--- src/rtl/rock_pkg.sv ---
// Shared constants and helpers for the cradle rocking scheduler.
// Level width, FSM state codes and default thresholds live here.
package rock_pkg;

  localparam int LVL_W = 3;

  typedef logic [LVL_W-1:0] lvl_t;

  localparam logic [1:0] IDLE      = 2'd0;
  localparam logic [1:0] RAMP_UP   = 2'd1;
  localparam logic [1:0] HOLD      = 2'd2;
  localparam logic [1:0] RAMP_DOWN = 2'd3;

  localparam int         DEF_TICKS_PER_STEP = 4;
  localparam logic [7:0] DEF_CRY_ON         = 8'd100;
  localparam logic [7:0] DEF_CRY_OFF        = 8'd40;
  localparam logic [7:0] DEF_HR_HIGH        = 8'd140;
  localparam int         DEF_CALM_TICKS     = 16;
  localparam lvl_t       DEF_AMP_MAX        = 3'd7;
  localparam lvl_t       DEF_FREQ_NORM      = 3'd5;
  localparam lvl_t       DEF_FREQ_CALM      = 3'd3;

  function automatic lvl_t lvl_toward(input lvl_t cur, input lvl_t tgt);
    if (cur < tgt) return cur + lvl_t'(1);
    if (cur > tgt) return cur - lvl_t'(1);
    return cur;
  endfunction

endpackage

--- src/rtl/rock_step_timer.sv ---
// Tick prescaler producing one step every TICKS ticks.
// Clear restarts the count; stall freezes it and masks the step.
module rock_step_timer #(
  parameter int TICKS = 4
) (
  input  logic clk,
  input  logic reset,
  input  logic tick,
  input  logic clear,
  input  logic stall,
  output logic step
);

  localparam int CW = (TICKS > 1) ? $clog2(TICKS) : 1;
  localparam logic [CW-1:0] LAST = CW'(TICKS - 1);

  logic [CW-1:0] cnt_q, cnt_d;

  // step must not depend on clear: clear is derived from the next state
  assign step = tick && !stall && (cnt_q == LAST);

  always_comb begin
    cnt_d = cnt_q;
    if (clear)
      cnt_d = '0;
    else if (!stall && tick)
      cnt_d = (cnt_q == LAST) ? '0 : cnt_q + CW'(1);
  end

  always_ff @(posedge clk) begin
    if (!reset) cnt_q <= '0;
    else        cnt_q <= cnt_d;
  end

endmodule

--- src/rtl/rock_sequencer.sv ---
// Closed-loop rocking scheduler: ramps cradle amplitude/frequency
// from latched cry/heart-rate samples and hands each setting off.
module rock_sequencer
  import rock_pkg::*;
#(
  parameter int         TICKS_PER_STEP = DEF_TICKS_PER_STEP,
  parameter logic [7:0] CRY_ON         = DEF_CRY_ON,
  parameter logic [7:0] CRY_OFF        = DEF_CRY_OFF,
  parameter logic [7:0] HR_HIGH        = DEF_HR_HIGH,
  parameter int         CALM_TICKS     = DEF_CALM_TICKS,
  parameter lvl_t       AMP_MAX        = DEF_AMP_MAX,
  parameter lvl_t       FREQ_NORM      = DEF_FREQ_NORM,
  parameter lvl_t       FREQ_CALM      = DEF_FREQ_CALM
) (
  input  logic       clk,
  input  logic       reset,
  input  logic       tick,
  input  logic       enable,
  input  logic       sample_valid,
  input  logic [7:0] hartslag,
  input  logic [7:0] huilVol,
  output logic [2:0] amp,
  output logic [2:0] freq,
  output logic       cmd_valid,
  input  logic       cmd_ready,
  output logic [1:0] state
);

  localparam int CALM_W = $clog2(CALM_TICKS + 1);
  localparam logic [CALM_W-1:0] CALM_FULL = CALM_W'(CALM_TICKS);

  logic [7:0]        hr_q, hr_d, cry_q, cry_d;
  logic [1:0]        state_q, state_d;
  lvl_t              amp_q, amp_d, freq_q, freq_d;
  logic              cmd_valid_q, cmd_valid_d;
  logic [CALM_W-1:0] calm_q, calm_d;

  logic step, stall, loud, quiet, changed;
  lvl_t ft;

  assign stall = cmd_valid_q && !cmd_ready;
  assign loud  = cry_q >= CRY_ON;
  assign quiet = cry_q < CRY_OFF;
  assign ft    = (hr_q >= HR_HIGH) ? FREQ_CALM : FREQ_NORM;

  rock_step_timer #(.TICKS(TICKS_PER_STEP)) u_timer (
    .clk   (clk),
    .reset (reset),
    .tick  (tick && (state_q != IDLE)),
    .clear ((state_d != state_q) || (state_q == IDLE)),
    .stall (stall),
    .step  (step)
  );

  always_comb begin
    state_d = state_q;
    amp_d   = amp_q;
    freq_d  = freq_q;
    calm_d  = '0;
    unique case (state_q)
      IDLE: begin
        amp_d  = '0;
        freq_d = '0;
        if (enable && loud) state_d = RAMP_UP;
      end
      RAMP_UP: begin
        if (!enable) begin
          state_d = RAMP_DOWN;
        end else if (step) begin
          amp_d  = (amp_q < AMP_MAX) ? amp_q + lvl_t'(1) : amp_q;
          freq_d = lvl_toward(freq_q, ft);
          if (amp_d == AMP_MAX && freq_d == ft) state_d = HOLD;
        end
      end
      HOLD: begin
        if (!enable) begin
          state_d = RAMP_DOWN;
        end else begin
          if (step) freq_d = lvl_toward(freq_q, ft);
          if (calm_q == CALM_FULL)
            state_d = RAMP_DOWN;
          else if (tick)
            calm_d = quiet ? calm_q + CALM_W'(1) : '0;
          else
            calm_d = calm_q;
        end
      end
      RAMP_DOWN: begin
        if (enable && loud) begin
          state_d = RAMP_UP;
        end else begin
          if (step) begin
            amp_d  = (amp_q != '0) ? amp_q - lvl_t'(1) : amp_q;
            freq_d = (freq_q != '0) ? freq_q - lvl_t'(1) : freq_q;
          end
          if (amp_d == '0 && freq_d == '0) state_d = IDLE;
        end
      end
    endcase
  end

  assign changed     = (amp_d != amp_q) || (freq_d != freq_q);
  assign cmd_valid_d = changed || stall;
  assign hr_d        = sample_valid ? hartslag : hr_q;
  assign cry_d       = sample_valid ? huilVol : cry_q;

  always_ff @(posedge clk) begin
    if (!reset) begin
      state_q     <= IDLE;
      amp_q       <= '0;
      freq_q      <= '0;
      cmd_valid_q <= 1'b0;
      calm_q      <= '0;
      hr_q        <= '0;
      cry_q       <= '0;
    end else begin
      state_q     <= state_d;
      amp_q       <= amp_d;
      freq_q      <= freq_d;
      cmd_valid_q <= cmd_valid_d;
      calm_q      <= calm_d;
      hr_q        <= hr_d;
      cry_q       <= cry_d;
    end
  end

  assign amp       = amp_q;
  assign freq      = freq_q;
  assign cmd_valid = cmd_valid_q;
  assign state     = state_q;

endmodule

--- config.mk ---
export PLATFORM = sky130hd
export DESIGN_NAME = rock_sequencer
export DESIGN_NICKNAME = d
export VERILOG_FILES = /design/src/rtl/rock_pkg.sv /design/src/rtl/rock_step_timer.sv /design/src/rtl/rock_sequencer.sv
export SDC_FILE = /design/constraint.sdc
export NUM_CORES = 1
export LEC_CHECK = 0
export ABC_AREA = 1
export CAP_MARGIN = 5
export CORE_MARGIN = 10
export CORE_UTILIZATION = 59
export CTS_CLUSTER_DIAMETER = 60
export DETAILED_ROUTE_END_ITERATION = 12
export HOLD_SLACK_MARGIN = 0.03
export PLACE_DENSITY_LB_ADDON = 0.05
export SETUP_SLACK_MARGIN = 0.15
export SLEW_MARGIN = 25
export SYNTH_ARGS = -nofsm -noshare
export SYNTH_HDL_FRONTEND = slang
export SYNTH_SLANG_ARGS = --single-unit
--- constraint.sdc ---
create_clock -name clk -period 3.35 [get_ports clk]
set_clock_uncertainty 0.1 [all_clocks]
set_input_delay 0.335 -clock clk [delete_from_list [all_inputs] [get_ports clk]]
set_output_delay 0.335 -clock clk [all_outputs]
set_load 0.1 [all_outputs]
==> impl_results.md <==
- Synth-to-Final Area Change: 14.7%
- Hold Violations, Final: 0
- Hpwl dp: about 4000 um
- Via count: around 2.3k
- Vias in the first global route: about 2.0k
- Hold crit path type: reg -> reg
- Final setup fails: 0
- Critical path class: reg -> reg
- RSZ-0062 raised after global routing: false
- Skew-Pair Late Insertion Delay: 0.26 ns
- Finished Cell Area: around 0.0025 mm2
- Multi-input logic area: 0.00140 mm2
- Worst Path Buf+Inv: 2
- Hold Buf Count CTS: 0
- Final core utilization: around 72%
- Synth area leaders: dfxtp_1 26%, nand2_1 18%, nor2_1 9.7%
- Crit share post-route: approximately four fifths
- Initial Utilization: a little over three fifths
- Slew HR: between 30 and 40%
- Detailed-router iteration count before antenna repair: 4
- Largest stage delay on the critical path: 0.42 ns
- Maximum clock path buffer count: 2
- Pins Over Slew Limit: 0
- Crit-path leading delay family: simple AND/OR/NAND/NOR gates
- Crit-path cells: inv_1, ha_1, nor2_4, nand2_2, nor2_4, nand2_1, nor2_1, nor2_1, nor2_1, nand2_1, nand3_1, nand2_1, nor2_1, nand3_1, nand2_1, inv_1
- Diodes inserted: 0
- Hold path endpoint: cry_q[2]
- Clock Sinks: 28
- Total GRT Usage: between 15 and 20%
- Die extent in y: approximately 81 um
- H-tree Lvls: 1
- # resized after CTS: 0
- Arrival time at the worst endpoint: 2.73 ns
- Cells after synthesis: approximately 360
- Post-synth top area share: about a quarter
- Post-Place Cell Area: between 0.002 and 0.0025 mm2
- PortBufs: 26
- Status: finished, final reports clean
- Critical-path top delay cell: dfxtp_1
- CP startpoint kind: flop
- CTS tree: yes
- Reg2Reg Depth: 16
- CTS root buffer: clkbuf_8
- Hold_sp: cry_q[2]
- Routed wire per std cell: 11.6 um
- Worst slew pin tran: around 0.98 ns
- Yosys top cell by area: dfxtp_1
- Synth Register Bits: 28
- Initial antenna violation count: 0
- First-pass GRT wire length: roughly 8500 um
- Max cap viols: 0
- Pin count of the biggest net entering global routing: 17
- WP data required: 3.42 ns
- Syn_area_per_cell: just under 6 um2
- Ys Warns: 0
- Hold depth: 2
- FF-to-FF setup slack: slightly below 0.7 ns
- CTS clk-pin slew, worst paths: 0.08 ns
- Pleak: ~1.2 nW
- Pre-CTS setup slack: slightly below 0.7 ns
- Peak VDD IR: 0.000440 V
- Fill cell count: 349
- Final wirelength: 4990 um
- Setup bufs post-CTS: 0
- GP Congestion: 0.908
- Ports: 31
- Core area: between 0.003 and 0.004 mm2
- PwrDens: slightly below 600 mW/mm2
- Syn nets: around 400
- 1st-iter DRT viols: ~140
- Fraction of layout cells with a size suffix above 1: 3.90%
- DIE AREA: about 0.0065 mm2
- Post-DRT Antenna Nets: 0
- Max FO, Critical Path: 8
- Seq/Total Area, Yosys: 25.8%
- # DRC: 0
- Die width: 80.7 um
- Remaining Overflow, GRT: 0
- Distinct cell type count after synthesis: 30
- FF/Latch Area: ~560 um2
- Worst R2R End: cmd_valid
- Fmax: approximately 370 MHz
- FP Rows: 21
- Critical R2R Launch: state[0]
- NumNets Final: approximately 430
- Vias per std cell: about 5.2
- Final WS setup: 0.681 ns
- Num CTS Buffers: 3
- Setup TNS: 0 ns
- Setup crit end kind: flop
- Mapped Area: ~0.0022 mm2
- Minimum clock period: 2.67 ns
layer usage:
metal,vias up,wire [um],track usage [%]
li1,1208,-,-
met1,1011,2340,18.7
met3,7,165,1.89
met4,0,57,3.98
met2,31,2430,27.6
met5,-,0,0
through the flow:
step	hold slack [ns]	std cells	power [mW]
2_1_floorplan	0.334	364	1.08
3_3_place_gp	0.350	428	1.25
3_5_place_dp	0.362	428	1.27
4_1_cts	0.374	431	1.45
5_1_grt	0.397	431	1.56
6_report	0.368	431	1.44
synth_stat cells:
cell type and n:
nor2_4 2, o21bai_1 1, a211oi_1 1, o21ai_0 20, nand4_1 8, dfxtp_1 28
nor2_2 2, buf_2 3, o211ai_1 5, nor3_1 4, a21boi_0 1, clkbuf_1 4
nand2_1 105, clkinv_1 2, buf_1 1, a21o_1 1, nand3_1 40, mux2i_1 1
nand3_2 1, inv_1 43, inv_2 2, xor2_1 1, a21oi_1 6, and2_1 1
nand2_2 2, ha_1 16, xnor2_1 2, o21ai_1 4, nor2_1 56, a21oi_2 1
worst max path at each step:
stage              from   endpoint  slack [ns]  cells past startpoint
2_1_floorplan  state[0]  cmd_valid        0.33                     16
3_3_place_gp       tick  cmd_valid        0.75                     16
3_5_place_dp       tick  cmd_valid        0.69                     16
4_1_cts        state[0]  cmd_valid        0.75                     16
5_1_grt        state[1]  cmd_valid        0.49                     16
6_report       state[0]  cmd_valid        0.68                     16
registers in the layout, indices dropped and copies added (netlist names):
| name | flops |
|---|---|
| amp | 3 |
| calm_q | 5 |
| freq | 3 |
| hr_q | 6 |
| cmd_valid | 1 |
| state | 2 |
| u_timer.cnt_q | 2 |
| cry_q | 6 |
layout by cell type (no fill, tap or decap), types with 4 or more instances in the layout:
master             n
nor2_1            56
o21ai_1            4
nand3_1           40
dfxtp_1           28
o21ai_0           20
a21oi_1            6
clkdlybuf4s50_1   24
nand2_1          105
o211ai_1           5
inv_1             43
ha_1              16
nor3_1             4
nand4_1            8
final cells by class:
class / count / area share, %
Inverter: 47 / 7.08
Multi-Input combinational cell: 281 / 56.2
Tap cell: 46 / 2.31
Clock buffer: 3 / 1.66
Sequential cell: 28 / 22.5
Timing Repair Buffer: 26 / 10.2
cell families (layout without fill, tap and decap cells):
family,count (synthesis),count (layout),synth area share (%)
AOI/OAI and AO/OA,40,40,10.4
adders and majority gates,16,16,9.22
buffers and inverters,55,76,9.68
DFF,28,28,25.8
and+or+nand+nor,221,221,43.2
xor gates and xnor gates,3,3,1.21
muxes,1,1,0.461
power by group:
part | switching (mW) | internal [mW]
clock network | 0.0913 | 0.0805
logic | 0.596 | 0.258
registers | 0.0470 | 0.372
worst register-to-register path: cells and delay by family (launching register included):
| kind | cells | cell delay (ns) |
|---|---|---|
| buf+inv | 2 | 0.22 |
| fa+ha+maj | 1 | 0.33 |
| flops | 1 | 0.42 |
| simple gates | 13 | 1.49 |
No activity file was read; power rests on OpenSTA's default activity.
